$ cat config.mk
export PLATFORM = sky130hd
export DESIGN_NAME = div_unit
export DESIGN_NICKNAME = d
export VERILOG_FILES = /design/src/rtl/div_unit.sv
export SDC_FILE = /design/constraint.sdc
export NUM_CORES = 1
export LEC_CHECK = 0
export ABC_AREA = 0
export BUFFER_PORTS_ARGS = -buffer_cell sky130_fd_sc_hd__buf_2
export CORE_MARGIN = 5
export CORE_UTILIZATION = 50
export CTS_CLUSTER_DIAMETER = 80
export DETAILED_ROUTE_END_ITERATION = 12
export GPL_ROUTABILITY_DRIVEN = 0
export GPL_TIMING_DRIVEN = 0
export PLACE_DENSITY = 0.7
export SYNTH_ARGS = -nofsm -noshare
export SYNTH_HDL_FRONTEND = slang
export SYNTH_SLANG_ARGS = --single-unit
export TNS_END_PERCENT = 1
$ cat constraint.sdc
create_clock -name clk -period 14 [get_ports clk]
set_input_delay 0 -clock clk [delete_from_list [all_inputs] [get_ports clk]]
set_output_delay 0 -clock clk [all_outputs]
set_load 0.05 [all_outputs]
$ cat src/rtl/div_unit.sv
// div_unit -- iterative 32-bit integer divider for DIV/DIVU.
// One restoring radix-2 step per cycle over a 64-bit partial-remainder /
// quotient register. The start cycle is followed by 32 RUN cycles and one
// DONE cycle, so ready rises 33 cycles after start.
// Optional build macro: DIV_ZERO_FAST_EN -- a start with a zero divisor
// bypasses the iteration and reaches DONE one cycle after start.
module div_unit (
  input  logic        clk,
  input  logic        rst,
  input  logic        start,
  input  logic        signed_div,
  input  logic [31:0] opa,
  input  logic [31:0] opb,
  input  logic        flush,
  output logic        busy,
  output logic        ready,
  output logic [31:0] quotient,
  output logic [31:0] remainder
);

  typedef enum logic [1:0] {
    S_IDLE = 2'd0,
    S_RUN  = 2'd1,
    S_DONE = 2'd2
  } state_e;

  state_e      state_q, state_d;
  logic [4:0]  cnt_q, cnt_d;
  logic [63:0] rq_q, rq_d;        // {partial remainder, dividend/quotient}
  logic [31:0] divisor_q, divisor_d;
  logic        sign_a_q, sign_a_d;
  logic        sign_b_q, sign_b_d;
  logic        signed_q, signed_d;
  logic        zero_q, zero_d;    // divisor was zero
  logic [31:0] quotient_q, quotient_d;
  logic [31:0] remainder_q, remainder_d;

  // Operand magnitudes and signs as seen at the start cycle.
  logic        opa_neg, opb_neg;
  logic [31:0] opa_mag, opb_mag;

  // One restoring step and the sign-corrected result of that step.
  logic [32:0] shifted_rem;
  logic [32:0] diff;
  logic [63:0] step;
  logic [31:0] q_mag, r_mag;
  logic [31:0] q_fix, r_fix;

  // Absolute values of the incoming operands (only in signed mode).
  always_comb begin
    opa_neg = signed_div & opa[31];
    opb_neg = signed_div & opb[31];
    opa_mag = opa_neg ? (~opa + 32'd1) : opa;
    opb_mag = opb_neg ? (~opb + 32'd1) : opb;
  end

  // Restoring step: shift left, trial-subtract the divisor, keep or restore.
  // The shifted remainder needs 33 bits because it can reach 2*divisor-1.
  always_comb begin
    shifted_rem = rq_q[63:31];
    diff        = shifted_rem - {1'b0, divisor_q};
    if (!diff[32]) begin
      step = {diff[31:0], rq_q[30:0], 1'b1};
    end else begin
      step = {rq_q[62:0], 1'b0};
    end
    q_mag = step[31:0];
    r_mag = step[63:32];
    // Quotient sign follows the operand signs, remainder follows the dividend.
    // 0x80000000 / -1 wraps back to 0x80000000 through the negation.
    q_fix = (signed_q && (sign_a_q ^ sign_b_q)) ? (~q_mag + 32'd1) : q_mag;
    r_fix = (signed_q && sign_a_q) ? (~r_mag + 32'd1) : r_mag;
    // A zero divisor leaves |opa| in the remainder half, which the sign fix
    // turns back into opa; only the quotient needs forcing.
    if (zero_q) begin
      q_fix = 32'hFFFF_FFFF;
    end
  end

  // Next-state, datapath load/step and handshake outputs.
  // NOTE: every signal written here gets a default first so no path leaves it
  // unassigned; otherwise synthesis infers a latch.
  always_comb begin
    state_d     = state_q;
    cnt_d       = cnt_q;
    rq_d        = rq_q;
    divisor_d   = divisor_q;
    sign_a_d    = sign_a_q;
    sign_b_d    = sign_b_q;
    signed_d    = signed_q;
    zero_d      = zero_q;
    quotient_d  = quotient_q;
    remainder_d = remainder_q;
    busy        = 1'b0;
    ready       = 1'b0;

    unique case (state_q)
      S_IDLE: begin
        if (start && !flush) begin
          busy      = 1'b1;
          rq_d      = {32'd0, opa_mag};
          divisor_d = opb_mag;
          sign_a_d  = opa_neg;
          sign_b_d  = opb_neg;
          signed_d  = signed_div;
          zero_d    = (opb == 32'd0);
          cnt_d     = 5'd0;
`ifdef DIV_ZERO_FAST_EN
          if (opb == 32'd0) begin
            state_d     = S_DONE;
            quotient_d  = 32'hFFFF_FFFF;
            remainder_d = opa;
          end else begin
            state_d = S_RUN;
          end
`else
          state_d = S_RUN;
`endif
        end
      end

      S_RUN: begin
        busy  = 1'b1;
        rq_d  = step;
        cnt_d = cnt_q + 5'd1;
        if (cnt_q == 5'd31) begin
          state_d     = S_DONE;
          quotient_d  = q_fix;
          remainder_d = r_fix;
        end
      end

      S_DONE: begin
        ready   = 1'b1;
        state_d = S_IDLE;
      end

      default: begin
        state_d = S_IDLE;
      end
    endcase

    // Flush annuls whatever is in flight and leaves the results untouched.
    if (flush) begin
      state_d     = S_IDLE;
      quotient_d  = quotient_q;
      remainder_d = remainder_q;
    end
  end

  // State and datapath registers, all cleared by the asynchronous reset.
  // NOTE: sequential state uses non-blocking assignments so every register
  // samples the pre-edge value of its inputs.
  always_ff @(posedge clk or posedge rst) begin
    if (rst) begin
      state_q     <= S_IDLE;
      cnt_q       <= 5'd0;
      rq_q        <= 64'd0;
      divisor_q   <= 32'd0;
      sign_a_q    <= 1'b0;
      sign_b_q    <= 1'b0;
      signed_q    <= 1'b0;
      zero_q      <= 1'b0;
      quotient_q  <= 32'd0;
      remainder_q <= 32'd0;
    end else begin
      state_q     <= state_d;
      cnt_q       <= cnt_d;
      rq_q        <= rq_d;
      divisor_q   <= divisor_d;
      sign_a_q    <= sign_a_d;
      sign_b_q    <= sign_b_d;
      signed_q    <= signed_d;
      zero_q      <= zero_d;
      quotient_q  <= quotient_d;
      remainder_q <= remainder_d;
    end
  end

  assign quotient  = quotient_q;
  assign remainder = remainder_q;

endmodule
==> results of run 1 <==
how the worst max path moves through the flow:
| stage | endpoint | slack, ps | depth (start not counted) | start |
|---|---|---|---|---|
| 6_report | remainder[28]$_DFFE_PP0P_ | 6920 | 23 | rq_q[31]$_DFFE_PP0P_ |
| 3_5_place_dp | remainder[28]$_DFFE_PP0P_ | 7180 | 23 | rq_q[31]$_DFFE_PP0P_ |
| 4_1_cts | remainder[28]$_DFFE_PP0P_ | 7130 | 23 | rq_q[31]$_DFFE_PP0P_ |
| 3_3_place_gp | remainder[28]$_DFFE_PP0P_ | 7130 | 23 | rq_q[31]$_DFFE_PP0P_ |
| 2_1_floorplan | remainder[28]$_DFFE_PP0P_ | 8630 | 23 | rq_q[31]$_DFFE_PP0P_ |
| 5_1_grt | remainder[28]$_DFFE_PP0P_ | 6570 | 23 | rq_q[31]$_DFFE_PP0P_ |
cells in the final DEF (no fill, tap or decap), drive strengths merged, types with 6 or more instances in the layout:
cell and count:
o21ai 178, dfrtp 171, nand2 169, buf 150, nor2 111, a21oi 111, clkbuf 79, xnor2 68
dlygate4sd3 68, xor2 67, inv 60, nor3 38, ha 38, a22oi 34, nand3 31, mux2i 25
o31ai 23, nor4 23, a31oi 18, a21o 15, or3 14, or4 14, nand4 13, o41ai 12
and2 9, o211ai 8, nand2b 8, and3 8, a211oi 7, nor2b 6
per-layer routing:
metal / vias to the layer above / global-route usage, % / wire, um
li1: 5535 / - / -
met1: 5378 / 39.7 / 16500
met2: 452 / 39.9 / 15300
met3: 55 / 4.21 / 2820
met4: 0 / 8.12 / 865
met5: - / 0 / 0
sequential cells by signal, indices dropped and copies added (netlist names):
| name | cells |
|---|---|
| sign_b_q | 1 |
| divisor_q | 32 |
| rq_q | 64 |
| signed_q | 1 |
| sign_a_q | 1 |
| state_q | 2 |
| quotient | 32 |
| cnt_q | 5 |
| zero_q | 1 |
| remainder | 32 |
power by group through the flow:
stage          logic (mW)  clock network (mW)  registers [mW]
3_5_place_dp         1.62                   0           0.723
2_1_floorplan        1.17                   0           0.733
3_3_place_gp         1.59                   0           0.721
4_1_cts              1.65               0.535           0.715
5_1_grt              1.85               0.554           0.736
6_report             1.69               0.529           0.720
tightest hold or removal path, cell delays in order:
cell and delay (ps):
buf_2 110, nor4b_2 180, nand2_1 70, nand2_1 50
kinds of logic after synthesis:
| logic type | count (synthesis) | synth area share [%] |
|---|---|---|
| AO/OA/AOI/OAI | 450 | 23.8 |
| AND/OR/NAND/NOR | 466 | 18.7 |
| multiplexers | 27 | 2.33 |
| adder cells (fa/ha/maj) | 39 | 4.22 |
| flip-flops | 171 | 36.5 |
| buffers and inverters | 129 | 4.37 |
| XOR/XNOR | 135 | 10.1 |
area by class of cell:
class,count,share of cell area (%)
plain buffers,74,2.16
clock buffers,19,3.19
clock inverters,13,1.44
inverters,55,1.51
multi-input cells,1117,49.0
flip-flops and latches,171,30.2
well taps,319,2.81
repair buffers,204,9.77
through the flow:
step / hold WS [ps] / total power, mW / std cells / utilization (%) / setup slack (ps)
floorplan: 96.3 / 1.91 / 1417 / - / 8630
global placement: 246 / 2.31 / 1870 / 55.0 / 7130
detailed placement: 31.6 / 2.34 / 1872 / 55.2 / 7180
CTS: 7.03 / 2.90 / 1972 / 61.0 / 7130
global route: 56.1 / 3.14 / 1972 / 61.0 / 6570
finish: 15.7 / 2.94 / 1972 / 61.0 / 6920
cell usage after synthesis, types with 8 or more instances:
library cell  number
o41ai_1           10
or4_1             13
o211ai_1           8
mux2i_1           25
ha_1              38
clkbuf_1          60
o21ai_0          171
a31oi_1           17
a21o_1            15
or3_1             14
nor2_1           110
a21oi_1          110
and2_1             9
dfrtp_1          171
xor2_1            67
xnor2_1           68
nor4_1            23
nor3_1            38
nand2b_1           8
o31ai_1           23
nand2_1          169
nand4_1           13
a22oi_1           34
nand3_1           31
inv_1             54
==> qor.txt, run 1 <==
Total global-route track usage - 26.6%
Skew final - 16.7 ps
Reg area - 4280 um2
Minimum clock period - 7080 ps
CP Capture Type - flip-flop
Main synth FF type - dfrtp_1
First-pass GRT wire length - 57600 um
N_diodes - 0
Routed len/inst - 18.0 um
# setup viols final - 0
Slew margin rel. - 19.5%
Cells along the critical path - inv_1 > ha_1 > inv_1 > fa_1 > a211oi_1 > o21ai_2 > a31oi_4 > o21ai_2 > a21o_1 > a21oi_2 > nor2_2 > inv_2 > buf_1 > clkbuf_1 > nor2_1 > a21oi_1 > ha_1 > nand2_1 > or3_1 > o41a_1 > or3b_1 > or4b_1 > nand3_1
Max rail drop VDD - 0.108 mV
IO Count - 135
EDFF count, synth - 0
Register area share after synthesis - 36.5%
Std-Cell Rows - 56
Slowest cell delay on critical path - 630 ps
Seq cells post-synth - 171
Top cells by area, synth - dfrtp_1, o21ai_0, nand2_1
R2r startpoint - rq_q[31]$_DFFE_PP0P_
Hold buffers post-CTS - 68
Worst R2R Path Depth - 23
Number of buffers and inverters on the critical path - 5
Synth cell types - 77
CP max stage cell - buf_1
CTS sink cnt - 171
Global route overflow - 0
Actual slew at the worst max-slew pin - 1200 ps
Port bufs - 134
Combinational Power Share - 57.5%
DRC viols - 0
Flop2flop setup slack - 6920 ps
DIE AREA - 26600 um2
Unrepaired setup endpoints after global routing - no
Cells after Synth - 1417
Hpwl dp - 26700 um
Max_cap viols - 0
Routed Antenna Nets - 0
Via-to-Cell Ratio - 5.79
Hold Fails Final Rpt - 0
CP Data Required Time - 14360 ps
Int Power - 1.51 mW
Crit path kind - reg -> reg
Die Ht - 163 um
Mean Syn Cell Area - 8.28 um2
Run status - completed
Part of the cycle the worst path needs - 50.6%
Chip width - 163 um
Max FO, Critical Path - 10
Reg power frac - 24.5%
LEAKAGE - 6.29 nW
Clock buffer depth - 2
Asr flop ratio synth - 100%
Power per Cell Area - 207 nW/um2
Critical Path AT - 7440 ps
Pin count of the biggest net entering global routing - 124
Achievable Freq - 141 MHz
Area share of the largest cell type after synthesis - 36.5%
Placed instance area - 12800 um2
Final wirelength - 35400 um
Hold Path End - signed_q$_DFFE_PP0P_
Clk pwr share - 18.0%
Setup bufs post-CTS - 0
Net Switching - 1.43 mW
Post-layout nets - 1748
Combined area of the multi-input logic cells - 6950 um2
Max-slew violations - 0
Switching part of the total power - 48.7%
CTS clk-pin slew, worst paths - 70 ps
Vias in the first global route - 11100
Setup TNS - 0 ps
Synth Net Count - 1525
Post-cts resize count - 0
Root Driver - clkbuf_16
CTS Buf Count - 17
Leading area contributor after synthesis - dfrtp_1
H-tree Lvls - 4
Share of layout cells above drive strength 1 - 12.4%
Worst Hold Path Cells - 4
CTS tree - done
Mapped Area - 11700 um2
CP Launch Type - flip-flop
Core footprint - 23300 um2
Syn-to-layout area delta - 21.0%
Worst-skew pair later-pin latency - 430 ps
Hold/Removal Path Class - in -> reg
Yosys warns - 0
Starting density of the core - 50.4%
Reg2reg end - remainder[28]$_DFFE_PP0P_
Iter 0 DRT Violations - 1226
# fillers - 2138
DRT Pass-1 Iters - 5
Vias post-DR - 11400
Final instance area - 14200 um2
Crit path max-delay family - compound AO/OA/AOI/OAI gates
Hold_sp - start
Initial antenna violation count - 0
Power figures use the tool's default switching activity.
==> run 2: changes to the inputs <==
==> constraint.sdc (replaced) <==
create_clock -name clk -period 7.1 [get_ports clk]
set_input_delay 0 -clock clk [delete_from_list [all_inputs] [get_ports clk]]
set_output_delay 0 -clock clk [all_outputs]
set_load 0.05 [all_outputs]
==> run 2 against run 1 <==
Against the previous run:
- die area did not move
- cell count barely moved
- largest power group unchanged
- via count rose by 0.67%
- non-clock buffer count fell by 1
- worst hold slack improved by 0.86 ps
- critical path depth fell by 1
- largest cell class unchanged
- flip-flop and latch count did not move
- final area barely moved
==> qor.txt, run 2 (synthesis gave the netlist of run 1 again) <==
Run status - completed
Vias in the first global route - 11100 (unchanged)
Max_cap viols - 0 (unchanged)
Max FO, Critical Path - 18 (+8)
Top layer in use - met4
Share of layout cells above drive strength 1 - 12.4% (about the same)
Worst Hold Path Cells - 4 (unchanged)
# fillers - 2140 (+0.094%)
Flop2flop setup slack - 510 ps (-6410 ps)
Achievable Freq - 152 MHz (+7.5%)
Core footprint - 23300 um2 (unchanged)
Initial antenna violation count - 0 (unchanged)
Final instance area - 14200 um2 (about the same)
Syn-to-layout area delta - 20.9% (about the same)
Reg2reg end - remainder[28]$_DFFE_PP0P_
Global route overflow - 0 (unchanged)
Routed len/inst - 17.9 um (about the same)
First-pass GRT wire length - 57600 um (unchanged)
Placement Setup Slack - 281 ps (-6900 ps)
Unrepaired setup endpoints after global routing - no
LEAKAGE - 6.29 nW (about the same)
CP Launch Type - flip-flop
Met2 WL - 15200 um (-0.41%)
CTS Buf Count - 17 (unchanged)
Final Core Density - 61.0% (about the same)
Via-to-Cell Ratio - 5.83 (+0.72%)
Routed Antenna Nets - 0 (unchanged)
Hold_sp - start
Hpwl dp - 26700 um (unchanged)
DRT Pass-1 Iters - 6 (+1)
IO Count - 135 (unchanged)
CTS tree - done
Number of instances in the placed design - 1872 (unchanged)
Slew margin rel. - 20.1% (+0.60 points)
Hold Fails Final Rpt - 0 (unchanged)
Skew final - 15.0 ps (-1.69 ps)
Placed instance area - 12800 um2 (unchanged)
Max-slew violations - 0 (unchanged)
Max rail drop VDD - 0.214 mV (+98%)
Critical Path AT - 6950 ps (-490 ps)
Std-Cell Rows - 56 (unchanged)
CP Capture Type - flip-flop
Post-cts resize count - 0 (unchanged)
CTS sink cnt - 171 (unchanged)
Hold/Removal Path Class - in -> reg
Non-Filler Instances - 1971 (-0.051%)
Vias post-DR - 11500 (+0.67%)
Final wirelength - 35400 um (-0.13%)
Power per Cell Area - 408 nW/um2 (+97%)
Worst-skew pair later-pin latency - 440 ps (about the same)
Starting density of the core - 50.4% (unchanged)
Hold Path End - signed_q$_DFFE_PP0P_
Max FFs per register - 64 (unchanged)
Part of the cycle the worst path needs - 92.8% (+42 points)
Clock buffer depth - 2 (unchanged)
Final setup margin - 510 ps (-6410 ps)
Worst R2R Path Depth - 22 (-4.3%)
Root Driver - clkbuf_16
Met1 wire length - 16400 um (-0.51%)
Iter 0 DRT Violations - 1293 (+5.5%)
Port bufs - 134 (unchanged)
Most frequent cells in the layout - o21ai_0, dfrtp_1, nand2_1
Minimum clock period - 6590 ps (-492 ps)
Chip width - 163 um (unchanged)
Post-layout nets - 1747 (-0.057%)
DIE AREA - 26600 um2 (unchanged)
CTS clk-pin slew, worst paths - 70 ps (about the same)
Met3 WL post-DR - 2840 um (+0.85%)
Setup TNS - 0 ps (unchanged)
Actual slew at the worst max-slew pin - 1190 ps (-8.92 ps)
Largest register by flop count - rq_q
R2r startpoint - rq_q[31]$_DFFE_PP0P_
Total global-route track usage - 26.6% (unchanged)
N_diodes - 0 (unchanged)
H-tree Lvls - 4 (unchanged)
Pin count of the biggest net entering global routing - 124 (unchanged)
Die Ht - 163 um (unchanged)
Crit path kind - reg -> reg
# setup viols final - 0 (unchanged)
DRC viols - 0 (unchanged)
CP Data Required Time - 7460 ps (-6900 ps)
==> run 2: cell types whose count changed in the layout (fill, tap and decap cells not counted) <==
| cell | delta |
|---|---|
| buf_1 | -1 |
==> run 2: cell type report <==
class	count	area, um2	area share (%)
tap	319	399	2.81
clock buffer	19	453	3.19
timing repair buffer	204	1390	9.77
clock inverter	13	204	1.44
inverter	55	214	1.51
buffer	73	303	2.13
sequential	171	4280	30.2
multi-input combinational	1117	6950	49.0
==> run 2: per-stage QoR <==
| step | power [mW] | hold slack (ps) |
|---|---|---|
| after global routing | 6.18 | 56.1 |
| after floorplan | 3.76 | 96.3 |
| after CTS | 5.71 | 7.03 |
| final | 5.79 | 16.5 |
| after detailed placement | 4.62 | 31.6 |
| after global placement | 4.56 | 246 |
==> run 2: per-layer routing <==
metal,vias to the layer above,track usage [%]
met5,-,0
met4,0,8.12
met3,69,4.21
met2,484,39.9
met1,5404,39.7
li1,5539,-
==> run 2: how the worst max path moves through the flow <==
stage	slack, ps	depth (start not counted)	to	start
floorplan	1730	23	remainder[28]$_DFFE_PP0P_	rq_q[31]$_DFFE_PP0P_
global placement	230	23	remainder[28]$_DFFE_PP0P_	rq_q[31]$_DFFE_PP0P_
detailed placement	280	23	remainder[28]$_DFFE_PP0P_	rq_q[31]$_DFFE_PP0P_
CTS	230	23	remainder[28]$_DFFE_PP0P_	rq_q[31]$_DFFE_PP0P_
global route	110	22	remainder[28]$_DFFE_PP0P_	rq_q[31]$_DFFE_PP0P_
finish	510	22	remainder[28]$_DFFE_PP0P_	rq_q[31]$_DFFE_PP0P_
==> run 2: worst max-delay path, stage by stage, from the launching register on <==
cell and delay (ps):
dfrtp_1 500, inv_1 100, ha_1 160, inv_1 60, fa_1 440, a211oi_1 340, o21ai_2 150, a31oi_4 270
o21ai_2 120, a21o_1 270, a21oi_2 450, nor2_2 110, inv_2 350, clkbuf_1 590, nor2_1 80, a21oi_1 270
ha_1 340, nand2_1 90, or3_1 350, o41a_1 420, or3b_1 430, or4b_1 500, nand3_1 90
==> run 2: repair_timing <==
action / in CTS / in global routing
hold buffers: 68 / 0
setup buffers: 0 / 0
hold endpoints to repair: 114 / 0
endpoints found under the setup margin: 0 / 2
==> run 2: where the power goes <==
| part | internal [mW] | switching [mW] | leakage [nW] | total [mW] |
|---|---|---|---|---|
| logic | 1.18 | 2.14 | 3.77 | 3.32 |
| registers | 1.17 | 0.247 | 2.19 | 1.42 |
| clock network | 0.619 | 0.425 | 0.320 | 1.04 |
| total | 2.97 | 2.82 | 6.29 | 5.79 |
